<file path="config.mk">
export PLATFORM = sky130hd
export DESIGN_NAME = uart_tx_arbiter
export DESIGN_NICKNAME = d
export VERILOG_FILES = /design/src/rtl/uart_tx_arbiter.sv
export SDC_FILE = /design/constraint.sdc
export NUM_CORES = 1
export LEC_CHECK = 0
export CAP_MARGIN = 25
export CORE_MARGIN = 5
export CORE_UTILIZATION = 39
export CTS_CLUSTER_SIZE = 24
export DETAILED_ROUTE_END_ITERATION = 6
export PLACE_DENSITY_LB_ADDON = 0.15
export SKIP_CTS_REPAIR_TIMING = 1
export SLEW_MARGIN = 20
export SYNTH_ARGS = -nofsm -noshare
export SYNTH_HDL_FRONTEND = slang
export SYNTH_SLANG_ARGS = --single-unit
</file>
<file path="constraint.sdc">
create_clock -name i_clk -period 1.73 [get_ports i_clk]
set_input_delay 0.346 -clock i_clk [delete_from_list [all_inputs] [get_ports i_clk]]
set_output_delay 0.346 -clock i_clk [all_outputs]
set_load 0.01 [all_outputs]
</file>
<file path="src/rtl/uart_tx_arbiter.sv">
// Round-robin arbiter sharing one UART transmitter between NUM_REQ byte streams.
// A grant is held for a whole message and force-released on a byte cap or stall timeout.
module uart_tx_arbiter #(
    parameter int NUM_REQ   = 4,
    parameter int MAX_BURST = 64,
    parameter int TIMEOUT   = 1024
) (
    input  logic                   i_clk,
    input  logic                   i_rst,
    input  logic [NUM_REQ-1:0]     i_req_valid,
    input  logic [8*NUM_REQ-1:0]   i_req_data,
    input  logic [NUM_REQ-1:0]     i_req_last,
    output logic [NUM_REQ-1:0]     o_req_ready,
    output logic [NUM_REQ-1:0]     o_grant,
    output logic                   o_busy,
    output logic [7:0]             o_tx_data,
    output logic                   o_tx_valid,
    input  logic                   i_tx_ready,
    output logic                   o_dbg_state
);

    localparam int IW = $clog2(NUM_REQ);
    localparam int BW = (MAX_BURST == 0) ? 1 : $clog2(MAX_BURST + 1);
    localparam int TW = (TIMEOUT == 0) ? 1 : $clog2(TIMEOUT + 1);
    localparam logic [BW-1:0] BURST_LAST = BW'((MAX_BURST == 0) ? 0 : MAX_BURST - 1);
    localparam logic [TW-1:0] TO_LAST    = TW'((TIMEOUT == 0) ? 0 : TIMEOUT - 1);

    typedef enum logic {IDLE = 1'b0, LOCKED = 1'b1} state_t;

    state_t          r_state;
    logic [IW-1:0]   r_owner;
    logic [IW-1:0]   r_last_owner;
    logic [BW-1:0]   r_burst_cnt;
    logic [TW-1:0]   r_to_cnt;

    logic            w_locked;
    logic            w_own_valid;
    logic            w_own_last;
    logic [7:0]      w_own_data;
    logic            w_xfer;
    logic            w_burst_hit;
    logic            w_to_hit;
    logic            w_release;
    logic            w_found;
    logic [IW-1:0]   w_next_owner;
    int              w_idx;

    // Search starts just after the previous owner so every requester gets a turn.
    always_comb begin
        w_found      = 1'b0;
        w_next_owner = r_last_owner;
        w_idx        = 0;
        for (int i = 1; i <= NUM_REQ; i++) begin
            w_idx = (int'(r_last_owner) + i) % NUM_REQ;
            if (!w_found && i_req_valid[w_idx[IW-1:0]]) begin
                w_found      = 1'b1;
                w_next_owner = w_idx[IW-1:0];
            end
        end
    end

    assign w_locked    = (r_state == LOCKED);
    assign w_own_valid = i_req_valid[r_owner];
    assign w_own_last  = i_req_last[r_owner];
    assign w_own_data  = i_req_data[{r_owner, 3'b000} +: 8];

    // Handshake: a byte moves when the owner's valid and the transmitter's ready are both
    // high on a clock edge; the owner's ready mirrors i_tx_ready, and nothing moves in IDLE.
    assign w_xfer      = w_locked && w_own_valid && i_tx_ready;
    assign w_burst_hit = (MAX_BURST != 0) && w_xfer && (r_burst_cnt == BURST_LAST);
    assign w_to_hit    = (TIMEOUT != 0) && w_locked && !w_own_valid && (r_to_cnt == TO_LAST);
    assign w_release   = (w_xfer && w_own_last) || w_burst_hit || w_to_hit;

    always_comb begin
        o_grant     = '0;
        o_req_ready = '0;
        if (w_locked) begin
            o_grant[r_owner]     = 1'b1;
            o_req_ready[r_owner] = i_tx_ready;
        end
        o_tx_valid = w_locked && w_own_valid;
        o_tx_data  = o_tx_valid ? w_own_data : 8'h00;
    end

    assign o_busy      = w_locked;
    assign o_dbg_state = r_state;

    always_ff @(posedge i_clk) begin
        if (i_rst) begin
            r_state      <= IDLE;
            r_owner      <= '0;
            r_last_owner <= IW'(NUM_REQ - 1);
            r_burst_cnt  <= '0;
            r_to_cnt     <= '0;
        end else if (r_state == IDLE) begin
            r_burst_cnt <= '0;
            r_to_cnt    <= '0;
            if (w_found) begin
                r_owner <= w_next_owner;
                r_state <= LOCKED;
            end
        end else begin
            if (w_release) begin
                r_state      <= IDLE;
                r_last_owner <= r_owner;
                r_burst_cnt  <= '0;
                r_to_cnt     <= '0;
            end else if (w_xfer) begin
                if (MAX_BURST != 0) r_burst_cnt <= r_burst_cnt + 1'b1;
                r_to_cnt <= '0;
            end else if (!w_own_valid && (TIMEOUT != 0)) begin
                r_to_cnt <= r_to_cnt + 1'b1;
            end
        end
    end

    a_grant_onehot: assert property (@(posedge i_clk) disable iff (i_rst) $onehot0(o_grant));
    a_ready_in_grant: assert property (@(posedge i_clk) disable iff (i_rst) (o_req_ready & ~o_grant) == '0);
    a_valid_busy: assert property (@(posedge i_clk) disable iff (i_rst) o_tx_valid |-> o_busy);

endmodule

</file>
==> results list <==
- Fraction of synthesized cell area taken by the top area cell type: 30.4%
- The number of clock buffers added by TritonCTS is 3.
- Unrepaired setup endpoints after global routing: true
- Cell area after synthesis: 1510 µm²
- The largest individual stage delay along the critical path comes from the cell mux4_2.
- Overall power: 1.75 mW
* Die outline width: between 70 and 80 µm
- Max-cap violations in this run came to 0.
- STA puts the critical path data required time at 1.38 ns.
- Detailed-route DRC error count: 0
* Primary FF master, synth: dfxtp_1
- Sort of element at the start of the critical path: register
* Number of synthesized flops with an enable pin: 0
* Count of clock tree sinks: 23
- Root buffer cell: clkbuf_8
- Area of the core: 3720 µm²
- Hpwl dp: 3.69 mm
- Most common cell in the synthesized netlist: nor2_1
- The run finished, with violations left.
- Headroom to the max-slew limit: 74.9%
* Number of detailed-routing iterations run before antenna repair: 4
- Fraction of layout cells with a size suffix above 1: 40.2%
- Worst stage delay on the critical path: roughly 0.56 ns
* Proportion of synthesized flip-flops having asynchronous set or reset: 0%
- First-pass GRT wire length: 7.60 mm
- Total grt overflow: 0
- In this run the core area contains 22 standard-cell rows.
* Number of storage elements in the synthesis netlist: 23
- Input and output buffers added on the ports amount to between 60 and 70.
- Maximum number of pins on one net before global-route repair: 14
- Crit-path cells: mux4_2, buf_6, and3_4, buf_6
- Count of buffer and inverter cells on the critical path: 2
- Setup violations remaining at the end of the flow were counted as 23.
* Gate Count Post-Synth: 164
* Synthesized area per cell: a little over 9 µm²
* Yosys top cell by area: dfxtp_1
- IR analysis of the VDD net gives a maximum drop of 0.469 mV.
- The checks that failed: negative setup slack.
- TritonCTS built the clock tree.
- Effective utilization at floorplan: roughly two fifths
- Ant diodes: 0
- Post-route standard cell area excluding fillers: 2690 µm²
- Slew Limit Fails: 0
- For this run, the share of the core covered by cells in the final layout is 72.4%.
- Counting every net in the synthesized netlist gives approximately 210.
- Counting distinct cell types in the post-synthesis netlist gives 37.
- The later pin in the worst-skew pair is clocked with a latency of about 0.27 ns.
* Maximum clock skew at final layout: 0.0108 ns
* Cell Area, Placed: approximately 2300 µm²
- Counting stages on the worst path, the most repeated cell is buf_6.
- Worst hold slack after final layout: ~0.50 ns
* Transition time at the pin with the least slew margin: between 0.3 and 0.4 ns
* Critical path type: register to primary output
- Arrival time of the worst setup path: 1.64 ns
* Most instantiated cells after synthesis: nor2_1, dfxtp_1
- I/O pin count: 62
- After synthesis, flip-flops and latches occupy ~30% of the total area.
- Total Neg Setup Slack: -2.96 ns
* Count of yosys warnings during synthesis: 0
- For this design the ratio of total power to cell area is 652 nW/µm².
* Clock slew at reported path FFs: 0.09 ns
- Kind of cell adding the most delay to the critical path: multiplexers
- In this run the number of H-tree levels came out at 1.
- Crit Path Max Fanout: 4
- Based on the critical path, the design can be clocked at up to around 500 MHz.
- Worst hold path class: register to register
- Largest cells by area after synthesis: dfxtp_1, mux4_2, nor2_1, xor2_1, and3_1
- After detailed routing, the average wire length per cell comes to 17.8 µm.
- Setup slack after layout: -0.256 ns
- Via count of the first global-routing pass: 1,570
- For this block, the via count after detailed routing is 1,640.
* Detailed router's first-iteration violation count: 140
* Cell leakage power: 1.10 nW
* Endpoint type of the worst setup path: primary output
- The detail route stage leaves a number of antenna-violating nets equal to 0.
- The hold violation count in the final report is 0.
- The initial antenna violation count was 0.
- From bottom edge to top edge, the die measures 72.3 µm.
- In the global route stage, overall resource usage came out at 18.3%.
- Routed via count divided by cell count: 5.43
* NumNets Final: 300
- After layout, the worst path uses 115% of the clock period.
- The congestion estimate from routability-driven global placement came to 0.816.
- After detailed routing, the total wire length is 5.39 mm.
- The longest clock path from root to sink contains 2 buffers.
- Layout overhead on the synthesized area: 77.8%
* Total die area: 5220 µm²
* Minimum period implied by the final worst setup slack: 1.99 ns
area by class of cell:
cell class / count / area (µm²)
Clock buffer: 3 / 41.3
Clock inverter: 1 / 5.00
Fill cell: 263 / 1030
Inverter: 3 / 11.3
Multi-Input combinational cell: 130 / 1170
Sequential cell: 23 / 469
Tap cell: 48 / 60.1
Timing Repair Buffer: 94 / 928
cell usage in the layout (no fill, tap or decap), types with 2 or more instances in the layout:
| cell | synthesis | layout |
|---|---|---|
| a211oi_1 | 2 | 2 |
| a21boi_2 | 2 | 2 |
| a21oi_1 | 7 | 6 |
| a311o_1 | 3 | 3 |
| and3_1 | 10 | 3 |
| and3_4 | 0 | 7 |
| buf_12 | 0 | 2 |
| buf_2 | 0 | 3 |
| buf_4 | 3 | 20 |
| buf_6 | 2 | 18 |
| clkbuf_2 | 0 | 3 |
| clkbuf_8 | 0 | 3 |
| clkdlybuf4s50_1 | 0 | 39 |
| dfxtp_1 | 23 | 20 |
| dfxtp_4 | 0 | 2 |
| dlymetal6s2s_1 | 0 | 8 |
| ha_1 | 2 | 2 |
| inv_1 | 3 | 2 |
| mux2_2 | 2 | 2 |
| mux4_2 | 10 | 11 |
| nand2_1 | 10 | 6 |
| nand2_2 | 0 | 2 |
| nand2_4 | 0 | 2 |
| nand2b_1 | 4 | 3 |
| nand3_1 | 7 | 5 |
| nand3_2 | 0 | 2 |
| nand4_1 | 6 | 6 |
| nor2_1 | 27 | 24 |
| nor2_2 | 0 | 2 |
| nor3_1 | 4 | 4 |
| nor3b_2 | 1 | 5 |
| xnor2_2 | 0 | 2 |
| xor2_1 | 10 | 10 |
metrics by stage:
| stage | cells | worst slack [ns] |
|---|---|---|
| finish | 302 | -0.256 |
| global route | 302 | -0.312 |
| CTS | 293 | -0.666 |
| detailed placement | 289 | -0.658 |
| global placement | 289 | -0.626 |
| floorplan | 164 | -0.00987 |
worst reg2reg max path, cell delays in order (launching register included):
cell and delay (ns):
dfxtp_4 0.40, mux4_2 0.56, buf_6 0.17, nor2b_4 0.15, buf_12 0.14, nand4_1 0.11, xor2_1 0.17, nor2_1 0.05
worst paths after layout:
check | cells after the start | startpoint | slack [ns] | endpoint
worst max-delay path | 4 | r_owner[0] | -0.26 | o_tx_data[4]
worst max register to register | 7 | r_owner[0] | -0.13 | r_burst_cnt[5]
worst min register to register | 2 | r_to_cnt[1] | 0.50 | r_to_cnt[1]
worst min-delay path | 2 | r_to_cnt[1] | 0.50 | r_to_cnt[1]
registers in the layout, indices dropped and copies added (netlist names):
signal,flops
r_to_cnt,11
r_owner,2
r_burst_cnt,7
r_last_owner,2
o_busy,1
cells by family after synthesis:
logic type	count (synthesis)	share of synthesized area, %
simple gates	81	28.3
mux	13	17.0
compound gates	20	10.3
buf+inv	12	4.71
xor+xnor	13	7.53
fa+ha+maj	2	1.65
flops	23	30.4
per-layer routing:
layer	global-route usage, %	vias up	part of all wire [%]
met5	0	-	0
met2	31.7	54	53
met1	22.3	789	39
met3	4.16	12	5.1
li1	-	785	-
met4	5.85	0	2.8
report_power, final:
part	internal (mW)	switching (mW)	total [mW]
registers	0.552	0.0299	0.582
logic	0.496	0.337	0.833
clock network	0.161	0.178	0.339
total	1.21	0.545	1.75
No activity file was read; power rests on OpenSTA's default activity.
